<file path="src/rtl/i8253_pkg.sv">
// Shared definitions for the 8253/8254 timer host controller.
// Holds the command opcode and FSM state encodings, the bus address of the
// control-word register, the read/load field codes and a control-word builder.
package i8253_pkg;

  // Command opcode carried on cmd_op.
  typedef enum logic {
    OP_PROGRAM = 1'b0,
    OP_READ    = 1'b1
  } op_e;

  // Bus-access phases. The access engine walks SETUP/STROBE/HOLD; DONE is the
  // completion cycle owned by the command sequencer.
  typedef enum logic [2:0] {
    ST_IDLE,
    ST_SETUP,
    ST_STROBE,
    ST_HOLD,
    ST_DONE
  } state_e;

  // Command sequencer states: BUSY spans the three accesses, ERR is the
  // single decode cycle of an illegal-channel command.
  typedef enum logic [1:0] {
    SEQ_IDLE,
    SEQ_BUSY,
    SEQ_ERR,
    SEQ_DONE
  } seq_e;

  localparam logic [1:0] CW_ADDR      = 2'b11;  // control-word register
  localparam logic [1:0] RL_LATCH     = 2'b00;  // counter-latch command
  localparam logic [1:0] RL_BOTH      = 2'b11;  // load LSB then MSB
  localparam logic [1:0] CHAN_ILLEGAL = 2'd3;
  localparam logic [1:0] STEP_LAST    = 2'd2;   // MSB access of a command

  // Control word layout: {SC1:SC0, RL1:RL0, M2:M0, BCD}.
  function automatic logic [7:0] control_word(input logic [1:0] chan,
                                              input logic [1:0] rl,
                                              input logic [2:0] mode,
                                              input logic       bcd);
    return {chan, rl, mode, bcd};
  endfunction

endpackage

</file>
<file path="src/rtl/i8253_host_access.sv">
// Single timer-bus access engine: SETUP (1 cycle) -> STROBE (STROBE_CYCLES)
// -> HOLD (1 cycle). A start in IDLE or HOLD launches the next access, so
// consecutive accesses run back to back with cs held high.
// Ports:
//   clk, reset                 clock, synchronous active-high reset
//   start, start_rd            launch an access; 1 = read, 0 = write
//   start_addr, start_data     address / write data for the launched access
//   rdata                      timer read data
//   cs, rd, wr, a, wdata       registered timer bus outputs
//   last                       engine is in HOLD (access ends this cycle)
//   rbyte                      byte captured by the most recent read
module i8253_host_access
  import i8253_pkg::*;
#(
  parameter int unsigned STROBE_CYCLES = 2
) (
  input  logic       clk,
  input  logic       reset,
  input  logic       start,
  input  logic       start_rd,
  input  logic [1:0] start_addr,
  input  logic [7:0] start_data,
  input  logic [7:0] rdata,
  output logic       cs,
  output logic       rd,
  output logic       wr,
  output logic [1:0] a,
  output logic [7:0] wdata,
  output logic       last,
  output logic [7:0] rbyte
);

  localparam logic [3:0] STROBE_LAST = 4'(STROBE_CYCLES - 1);

  state_e     state_q, state_d;
  logic [3:0] cnt_q, cnt_d;
  logic       op_rd_q, op_rd_d;
  logic       cs_q, cs_d, rd_q, rd_d, wr_q, wr_d;
  logic [1:0] a_q, a_d;
  logic [7:0] wdata_q, wdata_d, rbyte_q, rbyte_d;
  logic       load;

  // A new access is only taken when the bus is free or about to be.
  assign load = start && (state_q == ST_IDLE || state_q == ST_HOLD);

  // State register.
  // NOTE: sequential state uses non-blocking assignments so every flop
  // samples pre-edge values regardless of process ordering.
  always_ff @(posedge clk) begin
    if (reset) begin
      state_q <= ST_IDLE;
      cnt_q   <= '0;
      op_rd_q <= 1'b0;
      cs_q    <= 1'b0;
      rd_q    <= 1'b0;
      wr_q    <= 1'b0;
      a_q     <= '0;
      wdata_q <= '0;
      rbyte_q <= '0;
    end else begin
      state_q <= state_d;
      cnt_q   <= cnt_d;
      op_rd_q <= op_rd_d;
      cs_q    <= cs_d;
      rd_q    <= rd_d;
      wr_q    <= wr_d;
      a_q     <= a_d;
      wdata_q <= wdata_d;
      rbyte_q <= rbyte_d;
    end
  end

  // Next-state logic.
  // NOTE: every variable gets a default at the top of a combinational block
  // so no path leaves it unassigned and no latch is inferred.
  always_comb begin
    state_d = state_q;
    cnt_d   = cnt_q;
    unique case (state_q)
      ST_IDLE:   if (load) state_d = ST_SETUP;
      ST_SETUP: begin
        state_d = ST_STROBE;
        cnt_d   = '0;
      end
      ST_STROBE: begin
        if (cnt_q == STROBE_LAST) state_d = ST_HOLD;
        else                      cnt_d   = cnt_q + 4'd1;
      end
      ST_HOLD:   state_d = load ? ST_SETUP : ST_IDLE;
      default:   state_d = ST_IDLE;
    endcase
  end

  // Output logic: bus outputs are registered from the next state so they
  // line up exactly with the phase the engine is in.
  always_comb begin
    op_rd_d = load ? start_rd   : op_rd_q;
    a_d     = load ? start_addr : a_q;
    wdata_d = load ? start_data : wdata_q;
    cs_d    = (state_d != ST_IDLE);
    rd_d    = (state_d == ST_STROBE) &&  op_rd_d;
    wr_d    = (state_d == ST_STROBE) && !op_rd_d;
    // Sample the timer on the edge that closes the final strobe cycle.
    rbyte_d = (state_q == ST_STROBE && cnt_q == STROBE_LAST && op_rd_q) ? rdata : rbyte_q;
  end

  assign cs    = cs_q;
  assign rd    = rd_q;
  assign wr    = wr_q;
  assign a     = a_q;
  assign wdata = wdata_q;
  assign last  = (state_q == ST_HOLD);
  assign rbyte = rbyte_q;

endmodule

</file>
<file path="src/rtl/i8253_host.sv">
// Command-level host for an 8253/8254 timer. A program command writes the
// control word and a 16-bit reload (LSB, MSB); a read command issues a
// counter-latch and reads LSB then MSB. Channel 3 is rejected with rsp_err.
// Ports:
//   clk, reset                         clock, synchronous active-high reset
//   cmd_valid/cmd_ready                command handshake
//   cmd_op, cmd_chan, cmd_mode,
//   cmd_bcd, cmd_count                 command fields
//   rsp_valid, rsp_data, rsp_err       one-cycle completion
//   cs, rd, wr, a, wdata, rdata        timer bus
module i8253_host
  import i8253_pkg::*;
#(
  parameter int unsigned STROBE_CYCLES = 2
) (
  input  logic        clk,
  input  logic        reset,
  input  logic        cmd_valid,
  output logic        cmd_ready,
  input  logic        cmd_op,
  input  logic [1:0]  cmd_chan,
  input  logic [2:0]  cmd_mode,
  input  logic        cmd_bcd,
  input  logic [15:0] cmd_count,
  output logic        rsp_valid,
  output logic [15:0] rsp_data,
  output logic        rsp_err,
  output logic        cs,
  output logic        rd,
  output logic        wr,
  output logic [1:0]  a,
  output logic [7:0]  wdata,
  input  logic [7:0]  rdata
);

  seq_e        seq_q, seq_d;
  logic [1:0]  step_q, step_d;
  op_e         op_q, op_d;
  logic [1:0]  chan_q, chan_d;
  logic [2:0]  mode_q, mode_d;
  logic        bcd_q, bcd_d;
  logic [15:0] count_q, count_d;
  logic [7:0]  lsb_q, lsb_d;
  logic        cmd_ready_q, cmd_ready_d, rsp_valid_q, rsp_valid_d, rsp_err_q, rsp_err_d;
  logic [15:0] rsp_data_q, rsp_data_d;

  logic        accept;
  logic        eng_start, eng_rd, eng_last;
  logic [1:0]  eng_addr;
  logic [7:0]  eng_data, eng_rbyte;

  assign accept = cmd_valid && cmd_ready_q;

  i8253_host_access #(.STROBE_CYCLES(STROBE_CYCLES)) u_access (
    .clk       (clk),
    .reset     (reset),
    .start     (eng_start),
    .start_rd  (eng_rd),
    .start_addr(eng_addr),
    .start_data(eng_data),
    .rdata     (rdata),
    .cs        (cs),
    .rd        (rd),
    .wr        (wr),
    .a         (a),
    .wdata     (wdata),
    .last      (eng_last),
    .rbyte     (eng_rbyte)
  );

  // State register. The command registers are plain flops, reset like the
  // rest so a fresh command never sees stale fields.
  always_ff @(posedge clk) begin
    if (reset) begin
      seq_q       <= SEQ_IDLE;
      step_q      <= '0;
      op_q        <= OP_PROGRAM;
      chan_q      <= '0;
      mode_q      <= '0;
      bcd_q       <= 1'b0;
      count_q     <= '0;
      lsb_q       <= '0;
      cmd_ready_q <= 1'b0;
      rsp_valid_q <= 1'b0;
      rsp_err_q   <= 1'b0;
      rsp_data_q  <= '0;
    end else begin
      seq_q       <= seq_d;
      step_q      <= step_d;
      op_q        <= op_d;
      chan_q      <= chan_d;
      mode_q      <= mode_d;
      bcd_q       <= bcd_d;
      count_q     <= count_d;
      lsb_q       <= lsb_d;
      cmd_ready_q <= cmd_ready_d;
      rsp_valid_q <= rsp_valid_d;
      rsp_err_q   <= rsp_err_d;
      rsp_data_q  <= rsp_data_d;
    end
  end

  // Next-state and access sequencing. The first access is launched straight
  // from the live command inputs so SETUP lands in the cycle after acceptance;
  // later accesses use the registered copy.
  always_comb begin
    seq_d     = seq_q;
    step_d    = step_q;
    eng_start = 1'b0;
    eng_rd    = 1'b0;
    eng_addr  = CW_ADDR;
    eng_data  = 8'h00;
    unique case (seq_q)
      SEQ_IDLE: begin
        if (accept) begin
          step_d = '0;
          if (cmd_chan == CHAN_ILLEGAL) begin
            seq_d = SEQ_ERR;
          end else begin
            seq_d     = SEQ_BUSY;
            eng_start = 1'b1;
            eng_data  = (cmd_op == OP_READ)
                      ? control_word(cmd_chan, RL_LATCH, 3'b000, 1'b0)
                      : control_word(cmd_chan, RL_BOTH, cmd_mode, cmd_bcd);
          end
        end
      end
      SEQ_BUSY: begin
        if (eng_last) begin
          if (step_q == STEP_LAST) begin
            seq_d = SEQ_DONE;
          end else begin
            step_d    = step_q + 2'd1;
            eng_start = 1'b1;
            eng_rd    = (op_q == OP_READ);
            eng_addr  = chan_q;
            if (op_q == OP_PROGRAM)
              eng_data = (step_q == 2'd0) ? count_q[7:0] : count_q[15:8];
          end
        end
      end
      SEQ_ERR:  seq_d = SEQ_DONE;
      default:  seq_d = SEQ_IDLE;
    endcase
  end

  // Registered outputs and command capture.
  always_comb begin
    cmd_ready_d = (seq_d == SEQ_IDLE);
    rsp_valid_d = (seq_d == SEQ_DONE);
    rsp_err_d   = (seq_d == SEQ_DONE) && (seq_q == SEQ_ERR);
    rsp_data_d  = (seq_d == SEQ_DONE && seq_q == SEQ_BUSY && op_q == OP_READ)
                ? {eng_rbyte, lsb_q} : 16'h0000;
    // The LSB read finishes at step 1; keep it until the MSB arrives.
    lsb_d   = (seq_q == SEQ_BUSY && eng_last && step_q == 2'd1) ? eng_rbyte : lsb_q;
    op_d    = accept ? op_e'(cmd_op) : op_q;
    chan_d  = accept ? cmd_chan      : chan_q;
    mode_d  = accept ? cmd_mode      : mode_q;
    bcd_d   = accept ? cmd_bcd       : bcd_q;
    count_d = accept ? cmd_count     : count_q;
  end

  assign cmd_ready = cmd_ready_q;
  assign rsp_valid = rsp_valid_q;
  assign rsp_err   = rsp_err_q;
  assign rsp_data  = rsp_data_q;

endmodule
</file>
<file path="config.mk">
export PLATFORM = sky130hd
export DESIGN_NAME = i8253_host
export DESIGN_NICKNAME = d
export VERILOG_FILES = /design/src/rtl/i8253_pkg.sv /design/src/rtl/i8253_host_access.sv /design/src/rtl/i8253_host.sv
export SDC_FILE = /design/constraint.sdc
export NUM_CORES = 1
export LEC_CHECK = 0
export CAP_MARGIN = 20
export CELL_PAD_IN_SITES_DETAIL_PLACEMENT = 0
export CELL_PAD_IN_SITES_GLOBAL_PLACEMENT = 2
export CORE_UTILIZATION = 33
export DETAILED_ROUTE_END_ITERATION = 8
export PLACE_DENSITY_LB_ADDON = 0.25
export SYNTH_ARGS = -nofsm -noshare
export SYNTH_HDL_FRONTEND = slang
export SYNTH_SLANG_ARGS = --single-unit
export TNS_END_PERCENT = 20
</file>
<file path="constraint.sdc">
create_clock -name clk -period 2.75 [get_ports clk]
set_clock_uncertainty 0.05 [all_clocks]
set_input_delay 0.55 -clock clk [delete_from_list [all_inputs] [get_ports clk]]
set_output_delay 0.55 -clock clk [all_outputs]
set_load 0.03 [all_outputs]
</file>
==> flow_metrics.tcl, run 1 <==
set metrics [dict create \
    vias 2584 \
    synth_top_area_cell "dfxtp_1" \
    htree_levels 3 \
    period_minus_slack_ps 2190 \
    grt_max_degree 55 \
    outcome "complete, no violations" \
    antenna_found_initial 0 \
    hp-start "count_q[8]" \
    path_cells "ha_1, or3b_1, or4b_1, mux2i_1, nor2_1" \
    cap_violations 0 \
    critical_path.startpoint "u_access.cnt_q[0]" \
    holdBufCountCts 0 \
    hold-worst-slack_ps 406 \
    tightest_slew_ps 563 \
    hp-class "register to register" \
    async_reset_ff_frac 0 \
    finalNetCount 455 \
    synth_nets 391 \
    postLayoutCoreUtil 0.447 \
    yosys-top-cells-area "dfxtp_1 50%, mux2i_1 7.5%, a21oi_1 6.3%" \
    cts_resized 0 \
    syn_inst 348 \
    crit_slowest_cell "or4b_1" \
    drive_above_1_share 0.0719 \
    cts_tree "done" \
    drt-pass1-iter-count 4 \
    ys.flop_type "dfxtp_1" \
    area_growth_pct 30.2 \
    worstPathMaxFanout 8 \
    drc 0 \
    rr_startpoint "u_access.cnt_q[0]" \
    slew_violations 0 \
    dp_slack_ps 328 \
    fmax_ghz 0.456 \
    syn_area_per_cell_sq_um 9.15 \
    synth_edf_count 0 \
    antenna_cells 0 \
    cp_slowest_stage_delay_ps 760 \
    cts.sinks 79 \
    yosys_warnings 0 \
    synth.yosys.seq_area_share 0.497 \
    clockBufferDepth 2 \
    die_h_um 100 \
    path_class "register to register" \
    rsz0062_at_grt "no" \
    ios 66 \
    cp-end-kind "register" \
    synth_area_sq_um 3180 \
    clk_latency_ps 360 \
    start_util 0.343 \
    place_inst 530 \
    grt_remaining_overflow 0 \
    placement_rows 35 \
    ant_nets 0 \
    fin_ws_ps 558 \
    initialDrtViolationCount 74 \
    drt-total-wl_um 6970 \
    required_ps 2920 \
    layoutNonFillerInstCount 546 \
    vias_per_cell 4.73 \
    clk_pin_slew_worst_paths_ps 90 \
    synth_seq_cells 79 \
    gp_congestion 0.754 \
    cp_num_buf_inv 0 \
    power_mw 2.77 \
    arrival_ps 2360 \
    post-cts-setup-buffers 0 \
    placed_area_sq_um 3960 \
    wl_per_cell_um 12.8 \
    pwr_density_cell_nw_per_um2 668 \
    clock-root-buffer "clkbuf_8" \
    hold_violations 0 \
    post-route-period-util 0.797 \
    crit_family "simple AND/OR/NAND/NOR gates" \
    grt_pass1_vias 2447 \
    setup_violations 0 \
    ys_types 43 \
    p_leak_nw 1.57 \
    portBuffers 65 \
    die_area_sq_um 10000 \
    design.core.area_sq_um 9280 \
    die_x_um 100 \
    design_area_sq_um 4150 \
    synth_top_cell_area_share 0.497 \
    cp-start-kind "register" \
    max_slew_margin 0.624 \
    track_usage 0.149 \
    place_hpwl_um 5050 \
    grt_pass1_wl_um 11700 \
    timing.setup.tns_ps 0 \
    numCtsBuffers 9 \
    ir_drop_uv 431 \
]
## report_power, final
group          switching [mW]  total [mW]  internal [mW]
sequential             0.0600        1.28           1.22
combinational           0.411       0.687          0.275
clock                   0.460       0.806          0.346
total                   0.932        2.77           1.84
## cell usage after synthesis (all sizes together) (3+ instances only)
master / number
buf: 7
a21oi: 40
and2: 20
clkbuf: 14
nor3b: 4
nor4: 5
nor2: 21
o21ai: 7
inv: 6
mux2i: 24
nor3: 25
a2111oi: 5
dfxtp: 79
nand2: 43
or3: 3
and3: 3
ha: 9
## per-layer routing
layer	global-route usage	part of all wire
met1	0.204	0.50
met2	0.225	0.45
met3	0.0369	0.039
met4	0.0602	0.015
met5	0	0
## kinds of logic after synthesis
group / synth area share
other cells: 0.00118
mux: 0.0754
buf+inv: 0.0373
compound gates: 0.119
simple gates: 0.233
xor+xnor: 0.00275
flops: 0.497
fa+ha+maj: 0.0354
## cell type report
| cell class | instances | area, sq um |
|---|---|---|
| multi-input combinational | 242 | 1480 |
| tap | 129 | 161 |
| sequential | 79 | 1580 |
| timing repair buffer | 74 | 711 |
| clock inverter | 7 | 62.6 |
| fill | 967 | 5140 |
| clock buffer | 9 | 124 |
| inverter | 6 | 22.5 |
## tightest hold or removal path, stage by stage (launching register included)
cell     delay [ps]
dfxtp_1         320
nand2_1          50
a21oi_1          50
## cells in the final DEF, fill, tap and decap left out, types with 2 or more instances in the layout
cell / synthesis / routed
and2_1: 20 / 20
and3_1: 3 / 3
or3_1: 3 / 3
or2_2: 2 / 2
a21boi_0: 2 / 2
clkinv_4: 0 / 2
nor3b_1: 4 / 4
nor3_1: 25 / 25
a31oi_1: 2 / 2
ha_1: 9 / 9
clkbuf_8: 0 / 9
or4_1: 2 / 2
clkdlybuf4s50_1: 0 / 64
nor4_1: 5 / 5
nor2b_1: 2 / 2
nor2_1: 21 / 21
o21ai_0: 7 / 7
inv_1: 6 / 6
dfxtp_1: 79 / 79
nand2b_1: 2 / 2
a2111oi_0: 4 / 4
nand4_1: 2 / 2
mux2i_1: 24 / 24
buf_2: 2 / 2
a21oi_1: 40 / 40
buf_4: 0 / 8
inv_6: 0 / 3
nand3_1: 2 / 2
and3b_1: 2 / 2
nand2_1: 43 / 43
or3b_1: 2 / 2
## sequential cells by signal, indices dropped and copies added (netlist names), 2 cells and up
name	cells
u_access.a	2
rsp_data	16
seq_q	2
step_q	2
count_q	16
u_access.wdata	8
u_access.cnt_q	4
chan_q	2
lsb_q	8
u_access.rbyte	8
u_access.state_q	3
## path summary, 6_finish.rpt
| path | end | slack [ps] | depth (start not counted) |
|---|---|---|---|
| max reg2reg | u_access.rbyte[6] | 560 | 5 |
| min | count_q[8] | 410 | 2 |
| max | u_access.rbyte[6] | 560 | 5 |
| min reg2reg | count_q[8] | 410 | 2 |
No activity file was read; power rests on OpenSTA's default activity.
==> run 2, diff against run 1 <==
- CORE_UTILIZATION: 33 -> 27
- clock period: 2.75 -> 1.8 ns (I/O delays scaled with it)
==> run 2 against run 1 <==
  * The run now ends with negative setup slack left
  * Routed wire length increased by 7.3%
  * Fmax increased by 15%
  * Combinational power increased by 120%
  * Sequential share of layout area decreased by 4.9 points
  * Flip-flop and latch count unchanged
  * Core utilization decreased by 3.0 points
  * Critical path type unchanged
  * Largest power group unchanged
==> flow_metrics.tcl, run 2 (synthesis results as in run 1) <==
set metrics [dict create \
    place_hpwl_um 5380 \
    grt_max_degree 31 \
    required_ps 1970 \
    mostFrequentLayoutCells "76 x dfxtp_1, 57 x clkdlybuf4s50_1, 43 x nand2_1" \
    initialDrtViolationCount 91 \
    grt_pass1_wl_um 12500 \
    cp-start-kind "register" \
    ios 66 \
    die_x_um 111 \
    vias 2653 \
    outcome "finished, violations left" \
    track_usage 0.128 \
    postLayoutCoreUtil 0.417 \
    numCtsBuffers 9 \
    gp_congestion 0.735 \
    drc 0 \
    htree_levels 3 \
    cap_violations 0 \
    path_class "register to register" \
    clk_latency_ps 340 \
    cp-end-kind "register" \
    grt_remaining_overflow 0 \
    arrival_ps 2070 \
    worstPathMaxFanout 8 \
    portBuffers 65 \
    slew_violations 0 \
    fillers 1165 \
    placement_rows 39 \
    die_h_um 111 \
    finalNetCount 492 \
    final_common_cell "dfxtp_1" \
    drt-pass1-iter-count 4 \
    ir_drop_uv 640 \
    rsz0062_at_grt "yes" \
    power_mw 5.34 \
    area_growth_pct 50.2 \
    setup_violations 8 \
    period_minus_slack_ps 1900 \
    antenna_found_initial 0 \
    post-route-period-util 1.06 \
    post-cts-setup-buffers 0 \
    seqCellArea_sq_um 1590 \
    multi_input_area_sq_um 1610 \
    clockBufferDepth 2 \
    cts_tree "done" \
    clk_pin_slew_worst_paths_ps 60 \
    drt-total-wl_um 7480 \
    clock-root-buffer "clkbuf_16" \
    ant_nets 0 \
    hold_violations 0 \
    drive_above_1_share 0.203 \
    vias_per_cell 4.44 \
    cts.sinks 79 \
    start_util 0.278 \
    antenna_cells 0 \
    die_area_sq_um 12200 \
    p_leak_nw 1.94 \
    design.core.area_sq_um 11500 \
    fmax_ghz 0.525 \
    violations "negative setup slack" \
    pwr_density_cell_nw_per_um2 1120 \
    wl_per_cell_um 12.5 \
    fin_ws_ps -104 \
    hp-class "register to register" \
    grt_pass1_vias 2608 \
]
-- run 2: layer usage --
| layer | track usage | routed length (um) | vias up |
|---|---|---|---|
| li1 | - | - | 1406 |
| met1 | 0.169 | 3850 | 1201 |
| met2 | 0.194 | 3260 | 36 |
| met3 | 0.0357 | 252 | 10 |
| met4 | 0.0560 | 118 | 0 |
| met5 | 0 | 0 | - |
-- run 2: power breakdown --
group	switching, mW	leakage, nW	internal (mW)
combinational	0.766	1.14	0.757
clock	0.762	0.151	1.09
sequential	0.0896	0.640	1.87
-- run 2: final timing paths --
path / slack [ps] / end / cells past startpoint / from
max: -100 / u_access.rbyte[1] / 7 / u_access.cnt_q[1]
min: 400 / rsp_data[6] / 1 / lsb_q[6]
max reg2reg: -100 / u_access.rbyte[1] / 7 / u_access.cnt_q[1]
min reg2reg: 400 / rsp_data[6] / 1 / lsb_q[6]
-- run 2: through the flow --
| stage | hold WS (ps) | area [sq um] | setup TNS (ps) | std cells | setup slack, ps |
|---|---|---|---|---|---|
| 2_1_floorplan | 379 | 3200 | -224 | 348 | -27.2 |
| 3_3_place_gp | 385 | 4340 | -10850 | 581 | -409 |
| 3_5_place_dp | 391 | 4340 | -10550 | 581 | -408 |
| 4_1_cts | 406 | 4680 | -627 | 597 | -81.6 |
| 5_1_grt | 411 | 4780 | -1870 | 597 | -186 |
| 6_report | 402 | 4780 | -568 | 597 | -104 |
-- run 2: cell type report --
| cell class | instances | share of cell area |
|---|---|---|
| inverters | 6 | 0.00523 |
| flip-flops and latches | 79 | 0.332 |
| multi-input cells | 242 | 0.337 |
| well taps | 143 | 0.0374 |
| clock inverters | 7 | 0.0165 |
| clock buffers | 9 | 0.0471 |
| repair buffers | 111 | 0.225 |
-- run 2: critical path: stages, from the launching register on --
cell and delay (ps):
dfxtp_1 310, inv_1 50, ha_1 120, or3b_4 370, or4b_4 490, buf_6 170
mux2i_2 170, nor2_1 50
-- run 2: timing repair --
action                                  4_1_cts  5_1_grt
resized for setup                            15       27
hold buffers                                  0        0
pin swaps                                     2        6
endpoints found under the setup margin       33       42
